`src/rtl/core_quant_pack.sv`:
```
// ---------------------------------------------------------------------------
// core_quant_pack
//
// Output stage behind the core accumulator. Each signed partial sum is
// requantized to a signed ODATA_BIT lane:
//   multiply by scale -> round-half-up shift -> add zero point -> saturate
// PACK_NUM lanes are packed into one word. Words go into a small FWFT FIFO
// toward the writeback path. The accumulator cannot be stalled, so a word
// that arrives at a full FIFO is dropped and reported on the sticky ovf flag.
//
// Ports:
//   clk, rstn         clock (rising edge), asynchronous active-low reset
//   cfg_quant_scale   unsigned requant multiplier        (quasi-static)
//   cfg_quant_shift   rounding arithmetic right shift    (quasi-static)
//   cfg_quant_zp      signed zero point                  (quasi-static)
//   idata/idata_valid signed accumulator value and its qualifier
//   pack_flush        close the partial word after any same-cycle idata
//   odata/odata_valid packed head-of-FIFO word, lane i at [i*ODATA_BIT +: ODATA_BIT]
//   odata_ready       consumer accepts the head word
//   ovf               sticky: a packed word was dropped on a full FIFO
//
// PACK_NUM >= 2 and FIFO_DEPTH a power of two >= 2.
// ---------------------------------------------------------------------------
module core_quant_pack #(
  parameter int IDATA_WIDTH = 25,
  parameter int SCALE_WIDTH = 16,
  parameter int SHIFT_WIDTH = 5,
  parameter int ODATA_BIT   = 8,
  parameter int PACK_NUM    = 4,
  parameter int FIFO_DEPTH  = 4
) (
  input  logic                          clk,
  input  logic                          rstn,
  input  logic [SCALE_WIDTH-1:0]        cfg_quant_scale,
  input  logic [SHIFT_WIDTH-1:0]        cfg_quant_shift,
  input  logic [ODATA_BIT-1:0]          cfg_quant_zp,
  input  logic [IDATA_WIDTH-1:0]        idata,
  input  logic                          idata_valid,
  input  logic                          pack_flush,
  output logic [PACK_NUM*ODATA_BIT-1:0] odata,
  output logic                          odata_valid,
  input  logic                          odata_ready,
  output logic                          ovf
);

  // Exact product width, plus two guard bits so the rounding add and the
  // zero-point add can never wrap.
  localparam int PW = IDATA_WIDTH + SCALE_WIDTH + 1;
  localparam int VW = PW + 2;
  localparam int OW = PACK_NUM * ODATA_BIT;
  localparam int LW = $clog2(PACK_NUM);
  localparam int AW = $clog2(FIFO_DEPTH);
  localparam int CW = AW + 1;

  localparam logic signed [VW-1:0] QMAX = {{(VW-ODATA_BIT+1){1'b0}}, {(ODATA_BIT-1){1'b1}}};
  localparam logic signed [VW-1:0] QMIN = {{(VW-ODATA_BIT+1){1'b1}}, {(ODATA_BIT-1){1'b0}}};

  // -------------------------------------------------------------------------
  // S1: exact signed x unsigned multiply
  // -------------------------------------------------------------------------
  logic signed [PW-1:0] mul_a, mul_b;
  logic signed [PW-1:0] s1_prod;
  logic                 s1_valid, s1_flush;

  // Scale gets a zero MSB so it multiplies as a non-negative signed value.
  assign mul_a = PW'($signed(idata));
  assign mul_b = PW'($signed({1'b0, cfg_quant_scale}));

  // NOTE: sequential state uses non-blocking assignments so every register
  // samples the pre-edge values, independent of process evaluation order.
  always_ff @(posedge clk or negedge rstn) begin
    if (!rstn) begin
      s1_prod  <= '0;
      s1_valid <= 1'b0;
      s1_flush <= 1'b0;
    end else begin
      s1_valid <= idata_valid;
      s1_flush <= pack_flush;
      if (idata_valid) s1_prod <= mul_a * mul_b;
    end
  end

  // -------------------------------------------------------------------------
  // S2: round-half-up shift, zero point, saturate
  // -------------------------------------------------------------------------
  logic signed [VW-1:0]  prod_ext, rnd, rsh, v_full;
  logic [ODATA_BIT-1:0]  q_sat;
  logic [ODATA_BIT-1:0]  s2_data;
  logic                  s2_valid, s2_flush;

  // NOTE: combinational blocks use blocking assignments and give every
  // output a default first, so no path leaves a value held (no latch).
  always_comb begin
    prod_ext = VW'(s1_prod);
    rnd      = '0;
    if (cfg_quant_shift != '0)
      rnd = VW'(1) << (cfg_quant_shift - SHIFT_WIDTH'(1));
    rsh    = (prod_ext + rnd) >>> cfg_quant_shift;
    v_full = rsh + VW'($signed(cfg_quant_zp));
    q_sat  = v_full[ODATA_BIT-1:0];
    if (v_full > QMAX)      q_sat = QMAX[ODATA_BIT-1:0];
    else if (v_full < QMIN) q_sat = QMIN[ODATA_BIT-1:0];
  end

  always_ff @(posedge clk or negedge rstn) begin
    if (!rstn) begin
      s2_data  <= '0;
      s2_valid <= 1'b0;
      s2_flush <= 1'b0;
    end else begin
      s2_valid <= s1_valid;
      s2_flush <= s1_flush;
      if (s1_valid) s2_data <= q_sat;
    end
  end

  // -------------------------------------------------------------------------
  // Pack stage
  // -------------------------------------------------------------------------
  logic [OW-1:0] pack_reg;
  logic [LW-1:0] lane_cnt;
  logic [OW-1:0] word_next;
  logic          lane_last;
  logic          push;

  // word_next is the word including this cycle's value; it is both the
  // pushed word and the next pack_reg when nothing is pushed.
  always_comb begin
    word_next = pack_reg;
    if (s2_valid) word_next[lane_cnt*ODATA_BIT +: ODATA_BIT] = s2_data;
    lane_last = s2_valid && (lane_cnt == LW'(PACK_NUM - 1));
    // A flush pushes only if at least one lane (counting this cycle's value)
    // is filled; a flush that coincides with a full word folds into it.
    push      = lane_last || (s2_flush && (s2_valid || (lane_cnt != '0)));
  end

  always_ff @(posedge clk or negedge rstn) begin
    if (!rstn) begin
      pack_reg <= '0;
      lane_cnt <= '0;
    end else if (push) begin
      pack_reg <= '0;
      lane_cnt <= '0;
    end else if (s2_valid) begin
      pack_reg <= word_next;
      lane_cnt <= lane_cnt + LW'(1);
    end
  end

  // -------------------------------------------------------------------------
  // Output FIFO (first-word-fall-through)
  // -------------------------------------------------------------------------
  logic [OW-1:0] mem [FIFO_DEPTH];
  logic [AW-1:0] wr_ptr, rd_ptr;
  logic [CW-1:0] count;
  logic          pop, fifo_full, wr_en;

  assign pop       = odata_valid && odata_ready;
  assign fifo_full = (count == CW'(FIFO_DEPTH));
  // On a full FIFO a simultaneous pop frees the slot, so the push is kept.
  assign wr_en     = push && (!fifo_full || pop);

  // NOTE: the storage array has no reset; only pointers and count do, and
  // odata is masked while empty, so stale contents are never visible.
  always_ff @(posedge clk) begin
    if (wr_en) mem[wr_ptr] <= word_next;
  end

  always_ff @(posedge clk or negedge rstn) begin
    if (!rstn) begin
      wr_ptr <= '0;
      rd_ptr <= '0;
      count  <= '0;
      ovf    <= 1'b0;
    end else begin
      if (wr_en) wr_ptr <= wr_ptr + AW'(1);
      if (pop)   rd_ptr <= rd_ptr + AW'(1);
      count <= count + CW'(wr_en) - CW'(pop);
      if (push && fifo_full && !pop) ovf <= 1'b1;
    end
  end

  assign odata_valid = (count != '0);
  assign odata       = odata_valid ? mem[rd_ptr] : '0;

endmodule

```
`config.mk`:
```
export PLATFORM = sky130hd
export DESIGN_NAME = core_quant_pack
export DESIGN_NICKNAME = d
export VERILOG_FILES = /design/src/rtl/core_quant_pack.sv
export SDC_FILE = /design/constraint.sdc
export NUM_CORES = 2
export LEC_CHECK = 0
export ABC_AREA = 1
export BUFFER_PORTS_ARGS = -buffer_cell sky130_fd_sc_hd__buf_2
export CORE_MARGIN = 2
export CORE_UTILIZATION = 65
export DETAILED_ROUTE_END_ITERATION = 10
export PLACE_DENSITY = 0.94
export SYNTH_ARGS = -nofsm -noshare
export SYNTH_HDL_FRONTEND = slang
export SYNTH_SLANG_ARGS = --single-unit
```
`constraint.sdc`:
```
create_clock -name clk -period 13.85 [get_ports clk]
set_clock_uncertainty 0.2 [all_clocks]
set_input_delay 1.385 -clock clk [delete_from_list [all_inputs] [get_ports clk]]
set_output_delay 1.385 -clock clk [all_outputs]
set_load 0.01 [all_outputs]
```
==> run metrics <==
worst slew pin tran 1.237 ns; r2r worst-path depth 32; Layout Utilization 0.6867; commonest cells after routing, fill and taps aside nand2_1, inv_1, nor2_1; sequential area share after synthesis 0.1903; most common cell after layout, fill and taps aside nand2_1; # port buffers 92; CP Launch Type input pin; nets 5206; final worst path period share 0.6025; max reg flops 128; CTS Buf Count 23; layout cells sized above 1 0.04366; CP Max Fanout 43; CTS clk-pin slew, worst paths 0.06 ns; antenna violations before repair 0; slew margin rel. 0.1746; WHS Endpoint s2_flush; vias in the first global route 30990; DRT Wirelength 98.62 mm; worst endpoint data arrival time 8.57 ns; Vias/cell 5.887; fin. max-slew vios 0; # IOs 93; CTS Buffer Depth 3; CTS resizes 0; R2R Path End s2_data[3]; total number of vias 30930; H-tree Lvls 1; maximum clock rate 119.8 MHz; mapped cell area 32820 um2; crit-path max cell delay 0.56 ns; CTS Root Buffer Type clkbuf_16; Routed Antenna Nets 0; Max Cap Violations 0; EDFF count, synth 128; Seq cells post-synth 224; RSZ-0062 raised after global routing false; Syn Nets 5253; status complete, no violations; Fin. Hold Viols 0; hold depth 0; post-CTS setup buffer count 0; YS warnings 0; Setup crit end kind flop; asr flop ratio synth 0.4286; Reg-to-Reg Start s1_prod[0]; synth-to-layout area growth 4.556%; Mapped Cells 4611; R2R Setup Slk 7.56 ns; Hold Startpoint s1_flush; aggregate global routing overflow 0; Placer Congestion 1.105; Filler cells 3841; CTS sink cnt 224; Cell Rows 82; die height 228.7 um; minimum clock period 8.344 ns; Synth area leaders fa_1, nand2_1, edfxtp_1, inv_1, dfrtp_1; Avg Inst Size Synth 7.117 um2; CTS tree yes; TritonRoute pass-1 iters 7; mean routed wirelength per cell 18.77 um; Worst EP required 14.08 ns; Synth area leader fa_1; wire length of the first global-routing pass 158.5 mm; Starting Density 0.6568; final routed DRC violation total 0; Tightest Hold Check Type reg2reg; library cells used by synthesis 53; CORE AREA 49970 um2; Synth Flop Type edfxtp_1; total global routing track utilization 0.3815; Worst Setup Path Type in2reg; Yosys top cell area share 0.2404; Starting DRT DRC Count 3842; Final TNS setup 0 ns; Final setup viols 0; cell mode on critical path nand3_1; critical path's slowest cell buf_2; Die Width 228.7 um; pin count of the biggest net entering global routing 88; hold_buf cts 0; Ant. Diodes 0; Worst-Skew Late Latency 0.55 ns; DP HPWL 78.13 mm; die area 52300 um2
==> routing by layer <==
| layer | GRT usage | wire, um | share of wire | vias up |
|---|---|---|---|---|
| li1 | - | - | - | 14070 |
| met1 | 0.4795 | 36220 | 0.37 | 14420 |
| met2 | 0.6248 | 45910 | 0.47 | 1950 |
| met3 | 0.06936 | 10130 | 0.10 | 483 |
| met4 | 0.2147 | 6369 | 0.065 | 0 |
| met5 | 0 | 0 | 0 | - |
==> worst max-delay path by stage <==
stage	start	to	cells after the start
after global routing	cfg_quant_shift[0]	s2_data[3]	43
after detailed placement	cfg_quant_shift[4]	s2_data[3]	38
after floorplan	idata[24]	s1_prod[39]	21
after CTS	cfg_quant_shift[4]	s2_data[3]	38
after global placement	cfg_quant_shift[0]	s2_data[6]	40
final	cfg_quant_shift[0]	s2_data[3]	41
==> cells by family after synthesis <==
kind of cell    count (synthesis)  synth area share
simple gates                 2135            0.2690
buf+inv                      1127            0.1291
fa+ha+maj                     583            0.3124
compound gates                474           0.08072
flops                         224            0.1903
xor+xnor                       64           0.01731
mux                             3         0.0009151
other cells                     1         0.0001143
==> cells in the mapped netlist, types with 28 or more instances <==
cell      number
xor2_1        35
nor2_1       447
clkbuf_1     153
a21oi_1      179
ha_1         189
edfxtp_1     128
nand4_1       44
o21ai_0      170
nand3_1      351
xnor2_1       28
inv_1        933
fa_1         394
dfrtp_1       96
nand2_1     1211
==> worst max-delay path: cells and delay by family <==
kind	cells	cell delay [ns]
buffers and inverters	4	1.09
and+or+nand+nor	29	3.77
adders and majority gates	4	1.54
AOI/OAI and AO/OA	4	0.77
==> final cells by class <==
class                   count  area, um2  share of cell area
multi-input cells        3260      22340              0.6512
inverters                 945       3547              0.1034
clock inverters            14      131.4            0.003829
clock buffers              28      604.3             0.01761
repair buffers            110      598.1             0.01743
flip-flops and latches    224       6247              0.1821
well taps                 672      840.8             0.02451
==> stage by stage <==
stage	cell area, um2	hold slack (ns)	std cells	setup WS (ns)
finish	34310	0.1795	5253	5.506
global route	34310	0.1853	5253	4.930
CTS	34310	0.1785	5253	5.667
detailed placement	33570	0.1554	5211	5.102
global placement	33570	0.1506	5211	5.057
floorplan	32820	0.1312	4611	6.325
Power is not shown: default switching activity piles up to over one toggle a cycle in this logic, so the estimate is an artifact.
